==> src/rtl/wave_capture_pkg.sv <==
// Shared types and constants for the oscilloscope capture path.
// Also used by the display side to size its buffer reads.
package wave_capture_pkg;

    typedef enum logic [1:0] {
        ARMED  = 2'd0,
        ACTIVE = 2'd1,
        WAIT   = 2'd2
    } cap_state_e;

    localparam int          DISP_W      = 8;
    localparam logic [7:0]  OFFSET_FLIP = 8'h80;

    function automatic int samples_per_buf(input int addr_w);
        return 1 << addr_w;
    endfunction

endpackage

==> src/rtl/wave_capture_if.sv <==
// Sample-stream input and ping-pong RAM write port of the capture controller.
// master: the capture block; slave: the codec/RAM/display side.
interface wave_capture_if
    import wave_capture_pkg::*;
#(
    parameter int SAMPLE_W = 16,
    parameter int ADDR_W   = 8
);
    logic                new_sample_ready;
    logic [SAMPLE_W-1:0] new_sample_in;
    logic                wave_display_idle;
    logic [ADDR_W:0]     write_address;
    logic                write_enable;
    logic [DISP_W-1:0]   write_sample;
    logic                read_index;

    modport master (
        input  new_sample_ready,
        input  new_sample_in,
        input  wave_display_idle,
        output write_address,
        output write_enable,
        output write_sample,
        output read_index
    );

    modport slave (
        output new_sample_ready,
        output new_sample_in,
        output wave_display_idle,
        input  write_address,
        input  write_enable,
        input  write_sample,
        input  read_index
    );

endinterface

==> src/rtl/wave_capture_zero_cross_detect.sv <==
// Positive zero-crossing detector: remembers the previous strobed sample and
// flags a strobe whose sign goes from negative to non-negative.
module zero_cross_detect
    import wave_capture_pkg::*;
#(
    parameter int SAMPLE_W = 16
) (
    input  logic                clk_i,
    input  logic                rst_ni,
    input  logic                strobe_i,
    input  logic [SAMPLE_W-1:0] sample_i,
    output logic                crossing_o
);

    logic [SAMPLE_W-1:0] prev_sample_q;
    logic [SAMPLE_W-1:0] prev_sample_d;

    // Tracks on every strobe regardless of the capture state.
    always_comb begin
        prev_sample_d = prev_sample_q;
        if (strobe_i) begin
            prev_sample_d = sample_i;
        end
    end

    always_ff @(posedge clk_i or negedge rst_ni) begin
        if (!rst_ni) begin
            prev_sample_q <= '0;
        end else begin
            prev_sample_q <= prev_sample_d;
        end
    end

    assign crossing_o = strobe_i & prev_sample_q[SAMPLE_W-1] & ~sample_i[SAMPLE_W-1];

endmodule

==> src/rtl/wave_capture.sv <==
// Trigger-aligned capture of 256-sample frames into the half of a ping-pong
// RAM not being displayed; flips ownership once the display goes idle.
module wave_capture
    import wave_capture_pkg::*;
#(
    parameter int SAMPLE_W    = 16,
    parameter int ADDR_W      = 8,
    parameter int ARM_TIMEOUT = 1024
) (
    input  logic          clk_i,
    input  logic          rst_ni,
    wave_capture_if.master cap_if
);

    localparam int              TO_W       = (ARM_TIMEOUT < 2) ? 1 : $clog2(ARM_TIMEOUT + 1);
    localparam bit              TO_EN      = (ARM_TIMEOUT != 0);
    localparam logic [TO_W-1:0] TO_LAST    = TO_W'((ARM_TIMEOUT > 0) ? ARM_TIMEOUT - 1 : 0);
    localparam logic [ADDR_W-1:0] COUNT_LAST = {ADDR_W{1'b1}};

    cap_state_e          state_q, state_d;
    logic [ADDR_W-1:0]   count_q, count_d;
    logic [TO_W-1:0]     to_cnt_q, to_cnt_d;
    logic                read_index_q, read_index_d;
    logic                we_q, we_d;
    logic [ADDR_W:0]     addr_q, addr_d;
    logic [DISP_W-1:0]   data_q, data_d;

    logic                strobe;
    logic                crossing;
    logic                timeout_hit;
    logic [DISP_W-1:0]   sample_ob;

    assign strobe      = cap_if.new_sample_ready;
    assign sample_ob   = cap_if.new_sample_in[SAMPLE_W-1 -: DISP_W] ^ OFFSET_FLIP;
    assign timeout_hit = TO_EN && (to_cnt_q == TO_LAST);

    zero_cross_detect #(
        .SAMPLE_W (SAMPLE_W)
    ) u_zcd (
        .clk_i      (clk_i),
        .rst_ni     (rst_ni),
        .strobe_i   (strobe),
        .sample_i   (cap_if.new_sample_in),
        .crossing_o (crossing)
    );

    always_comb begin
        state_d      = state_q;
        count_d      = count_q;
        to_cnt_d     = to_cnt_q;
        read_index_d = read_index_q;
        we_d         = 1'b0;
        addr_d       = addr_q;
        data_d       = data_q;

        case (state_q)
            ARMED: begin
                if (strobe) begin
                    if (crossing || timeout_hit) begin
                        we_d     = 1'b1;
                        addr_d   = {~read_index_q, {ADDR_W{1'b0}}};
                        data_d   = sample_ob;
                        count_d  = ADDR_W'(1);
                        to_cnt_d = '0;
                        state_d  = ACTIVE;
                    end else begin
                        to_cnt_d = to_cnt_q + 1'b1;
                    end
                end
            end

            ACTIVE: begin
                to_cnt_d = '0;
                if (strobe) begin
                    we_d    = 1'b1;
                    addr_d  = {~read_index_q, count_q};
                    data_d  = sample_ob;
                    count_d = count_q + 1'b1;
                    if (count_q == COUNT_LAST) begin
                        state_d = WAIT;
                    end
                end
            end

            WAIT: begin
                // A strobe landing on the flip edge is deliberately dropped.
                to_cnt_d = '0;
                if (cap_if.wave_display_idle) begin
                    read_index_d = ~read_index_q;
                    state_d      = ARMED;
                end
            end

            default: begin
                state_d = ARMED;
            end
        endcase
    end

    always_ff @(posedge clk_i or negedge rst_ni) begin
        if (!rst_ni) begin
            state_q      <= ARMED;
            count_q      <= '0;
            to_cnt_q     <= '0;
            read_index_q <= 1'b0;
            we_q         <= 1'b0;
            addr_q       <= '0;
            data_q       <= '0;
        end else begin
            state_q      <= state_d;
            count_q      <= count_d;
            to_cnt_q     <= to_cnt_d;
            read_index_q <= read_index_d;
            we_q         <= we_d;
            addr_q       <= addr_d;
            data_q       <= data_d;
        end
    end

    assign cap_if.write_enable  = we_q;
    assign cap_if.write_address = addr_q;
    assign cap_if.write_sample  = data_q;
    assign cap_if.read_index    = read_index_q;

endmodule

==> src/flat_wrapper.sv <==
// flat-port wrapper written by rule: the top's interface ports become plain ports
module wave_capture_flat import wave_capture_pkg::*;
#(
    parameter int SAMPLE_W    = 16,
    parameter int ADDR_W      = 8,
    parameter int ARM_TIMEOUT = 1024
)
  (clk_i, rst_ni, cap_if_new_sample_ready, cap_if_new_sample_in, cap_if_wave_display_idle, cap_if_write_address, cap_if_write_enable, cap_if_write_sample, cap_if_read_index);
  wave_capture_if #(.SAMPLE_W(SAMPLE_W), .ADDR_W(ADDR_W)) cap_if_i ();
  input  logic clk_i;
  input  logic rst_ni;
  input wire logic [$bits(cap_if_i.new_sample_ready)-1:0] cap_if_new_sample_ready;
  input wire logic [$bits(cap_if_i.new_sample_in)-1:0] cap_if_new_sample_in;
  input wire logic [$bits(cap_if_i.wave_display_idle)-1:0] cap_if_wave_display_idle;
  output wire logic [$bits(cap_if_i.write_address)-1:0] cap_if_write_address;
  output wire logic [$bits(cap_if_i.write_enable)-1:0] cap_if_write_enable;
  output wire logic [$bits(cap_if_i.write_sample)-1:0] cap_if_write_sample;
  output wire logic [$bits(cap_if_i.read_index)-1:0] cap_if_read_index;
  assign cap_if_i.new_sample_ready = cap_if_new_sample_ready;
  assign cap_if_i.new_sample_in = cap_if_new_sample_in;
  assign cap_if_i.wave_display_idle = cap_if_wave_display_idle;
  assign cap_if_write_address = cap_if_i.write_address;
  assign cap_if_write_enable = cap_if_i.write_enable;
  assign cap_if_write_sample = cap_if_i.write_sample;
  assign cap_if_read_index = cap_if_i.read_index;
  wave_capture #(.SAMPLE_W(SAMPLE_W), .ADDR_W(ADDR_W), .ARM_TIMEOUT(ARM_TIMEOUT)) u_core (.clk_i(clk_i), .rst_ni(rst_ni), .cap_if(cap_if_i));
endmodule
==> config.mk <==
export PLATFORM = sky130hd
export DESIGN_NAME = wave_capture_flat
export DESIGN_NICKNAME = d
export VERILOG_FILES = /design/src/rtl/wave_capture_pkg.sv /design/src/rtl/wave_capture_if.sv /design/src/rtl/wave_capture_zero_cross_detect.sv /design/src/rtl/wave_capture.sv /design/src/flat_wrapper.sv
export SDC_FILE = /design/constraint.sdc
export NUM_CORES = 1
export LEC_CHECK = 0
export BUFFER_PORTS_ARGS = -buffer_cell sky130_fd_sc_hd__buf_4
export CORE_MARGIN = 10
export CORE_UTILIZATION = 49
export DETAILED_ROUTE_END_ITERATION = 7
export GPL_TIMING_DRIVEN = 0
export PLACE_DENSITY = 0.75
export SLEW_MARGIN = 15
export SYNTH_ARGS = -nofsm -noshare
export SYNTH_HDL_FRONTEND = slang
export SYNTH_SLANG_ARGS = --single-unit
==> constraint.sdc <==
create_clock -name clk_i -period 1.9 [get_ports clk_i]
set_input_delay 0.095 -clock clk_i [delete_from_list [all_inputs] [get_ports clk_i]]
set_output_delay 0.095 -clock clk_i [all_outputs]
set_load 0.05 [all_outputs]
==> flow_metrics.env <==
export IMPL_grt_overflow_total=0
export IMPL_grt_setup_unrepaired="true"
export IMPL_synthMuxAreaShare_pct=7.241
export IMPL_switchingPower_mw=1.802
export IMPL_pwr_share_clk_pct=14.1
export IMPL_end_kind="register"
export IMPL_num_vias=1573
export IMPL_p_leak_nw=1.113
export IMPL_status="finished clean"
export IMPL_crit_slowest_cell="dfrtp_1"
export IMPL_drt_pass1_iter_count=4
export IMPL_syn_area_per_cell_sq_um=10.61
export IMPL_grt_max_degree=42
export IMPL_max_stage_delay_ns=0.42
export IMPL_finClkSkew_ns=0.002376
export IMPL_intPower_mw=2.271
export IMPL_final_hold_violation_count=0
export IMPL_async_flop_share_pct=100.0
export IMPL_required_ns=2.08
export IMPL_drc=0
export IMPL_synth_area_sq_um=2004
export IMPL_area_growth_syn_to_layout_pct=25.84
export IMPL_coreArea_sq_um=3971
export IMPL_drt_iter0_drc=145
export IMPL_numCtsBuffers=5
export IMPL_die_y_microns=83.96
export IMPL_fin_worst_hold_slack_ns=0.01787
export IMPL_swShare_pct=44.24
export IMPL_ys_top_cells_by_area="dfrtp_1, o21ai_0, mux2_2"
export IMPL_synthXorXnorAreaFrac_pct=3.933
export IMPL_layout_commonest_cell="dfrtp_1"
export IMPL_path_cells="ha_4, nand4b_1, o311a_4, or2_4, clkbuf_16, mux2_2"
export IMPL_synth_edf_count=0
export IMPL_syn_inst=189
export IMPL_instances_no_fill=282
export IMPL_yosysUniqueCellTypes=40
export IMPL_pwr_share_seq_pct=32.3
export IMPL_cts_tree="yes"
export IMPL_cts_max_level=2
export IMPL_yosys_area_share_simple_pct=16.17
export IMPL_synth_top_family_by_area="simple AND/OR/NAND/NOR gates"
export IMPL_antenna_found_initial=0
export IMPL_place_congestion=0.8217
export IMPL_hp_class="in2reg"
export IMPL_synth_main_ff_cell="dfrtp_1"
export IMPL_synth_net_count=214
export IMPL_placed_cells=269
export IMPL_port_buffers=30
export IMPL_synth_compound_area_share_pct=15.17
export IMPL_critPathLaunchType="register"
export IMPL_powerDensity_nw_per_um2=1615
export IMPL_final_layout_size_suffix_gt1_share_pct=31.03
export IMPL_crit_type="reg2reg"
export IMPL_min_period_ns=1.872
export IMPL_synthAdderAreaFrac_pct=3.121
export IMPL_path_clk_slew_ns=0.07
export IMPL_final_cell_mix="dfrtp_1, buf_4, o21ai_0, nand2_1, mux2_2"
export IMPL_ant_nets=0
export IMPL_dp_hpwl_mm=2.986
export IMPL_insertedDiodeCount=0
export IMPL_ys_ff_latch=41
export IMPL_grt_pass1_vias=1638
export IMPL_ir_drop_v=0.0006502
export IMPL_crit_fanout=6
export IMPL_grt_pass1_wl_mm=7.493
export IMPL_dieWidth_microns=83.96
export IMPL_cts_sinks=41
export IMPL_tightest_slew_ns=0.5027
export IMPL_cap_violations=0
export IMPL_io_pins=39
export IMPL_yosys_warnings=0
export IMPL_total_power_mw=4.073
export IMPL_ys_seq_area_share_pct=51.19
export IMPL_die_area_sq_um=7049
export IMPL_period_share_pct=98.52
export IMPL_start_util_pct=50.47
export IMPL_nets=257
export IMPL_grt_total_usage_pct=12.64
export IMPL_yosysTopAreaCell="dfrtp_1"
export IMPL_wire_per_inst_microns=15.81
export IMPL_setup_viol=0
export IMPL_slew_headroom_pct=66.48
export IMPL_clock_latency_ns=0.29
export IMPL_root_buffer="clkbuf_8"
export IMPL_worstPathArrival_ns=2.05
export IMPL_combPwrFrac_pct=53.6
export IMPL_vias_per_cell=5.578
export IMPL_cts_buffer_depth=2
export IMPL_synth_top_cell_area_share_pct=51.19
export IMPL_drv_slew=0
export IMPL_max_freq_mhz=534.2
export IMPL_rows=23
export IMPL_routed_wl_mm=4.458
==> synthesized netlist by cell type, types with 2 or more instances <==
master / instances
dfrtp_1: 41
o21ai_0: 28
nand2_1: 17
mux2_2: 12
nor2_1: 10
clkbuf_1: 6
nand3_1: 6
xnor2_1: 6
a21oi_1: 5
ha_1: 5
inv_1: 4
nand2b_1: 4
nand3b_1: 4
and3_1: 3
nand4_1: 3
o311ai_0: 3
xor2_1: 3
nor3_1: 2
nor4_1: 2
o21a_1: 2
o221ai_1: 2
o31ai_1: 2
or3_1: 2
==> final timing paths <==
check	start	to	slack [ns]	cells past startpoint
worst min-delay path	cap_if_new_sample_in[15]	u_core.cap_if.write_sample[7]$_DFFE_PN0P_	0.02	2
worst min register to register	u_core.cap_if.write_address[3]$_DFFE_PN0P_	u_core.cap_if.write_address[3]$_DFFE_PN0P_	0.51	2
max in group asynchronous	rst_ni	u_core.to_cnt_q[4]$_DFFE_PN0P_	1.22	2
worst max-delay path	u_core.to_cnt_q[1]$_DFFE_PN0P_	u_core.cap_if.write_sample[6]$_DFFE_PN0P_	0.03	6
worst max register to register	u_core.to_cnt_q[1]$_DFFE_PN0P_	u_core.cap_if.write_sample[6]$_DFFE_PN0P_	0.03	6
min in group asynchronous	rst_ni	u_core.count_q[0]$_DFFE_PN0P_	0.32	2
==> state kept, by name, indices dropped and copies added (netlist names) <==
name,count
u_core.cap_if.read_index,1
u_core.cap_if.write_sample,8
u_core.state_q,2
u_core.to_cnt_q,11
u_core.cap_if.write_enable,1
u_core.u_zcd.prev_sample_q,1
u_core.count_q,8
u_core.cap_if.write_address,9
==> metal layers <==
layer,part of all wire (%),track usage [%],up-vias
met5,0,0,-
met4,1.7,5.632,0
met3,5.2,4.297,6
met2,50,21.18,37
met1,43,14.10,765
li1,-,-,765
==> metrics by stage <==
step,utilization (%),setup slack [ns],setup TNS [ns],cell area (sq um)
3_5_place_dp,57.78,-0.2819,-4.710,2295
2_1_floorplan,-,-0.04211,-0.1477,2007
5_1_grt,63.52,-0.02904,-0.1992,2522
4_1_cts,62.26,-0.06004,-0.5138,2472
3_3_place_gp,57.78,-0.2289,-4.036,2295
6_report,63.52,0.02807,0,2522
==> critical path: cells and delay by family (launching register included) <==
kind | cells | cell delay (ns)
muxes | 1 | 0.26
and+or+nand+nor | 2 | 0.42
adders and majority gates | 1 | 0.16
buffers and inverters | 1 | 0.16
DFF | 1 | 0.42
AOI/OAI and AO/OA | 1 | 0.35
==> area by class of cell <==
cell class                 count  area (sq um)
buffer                         6         41.29
clock buffer                   7         86.33
fill                         331          1449
inverter                       4         15.01
multi-input combinational    136         979.7
sequential                    41          1028
tap                           50         62.56
timing repair buffer          38         309.0
==> repair_timing <==
item,in CTS,in global routing
endpoints found under the setup margin,35,37
gates resized for setup,12,13
buffers inserted,7,0
gates cloned,0,1
pin swaps,4,4
endpoints found under the hold margin,41,0
hold buffers,1,0
==> kinds of logic (layout without fill, tap and decap cells) <==
logic type	after synthesis	count (layout)
flip-flops	41	41
adder cells (fa/ha/maj)	5	5
AND/OR/NAND/NOR	61	61
XOR/XNOR	9	9
AO/OA/AOI/OAI	48	48
multiplexers	13	13
buffers and inverters	12	55
==> power by group through the flow <==
stage	Combinational, mW	Sequential [mW]	Clock (mW)
after detailed placement	1.95	1.32	0
after CTS	2.09	1.31	0.597
after floorplan	0.911	1.81	0
final	2.18	1.32	0.574
after global placement	1.92	1.31	0
after global routing	2.35	1.36	0.626
Power figures use the tool's default switching activity.
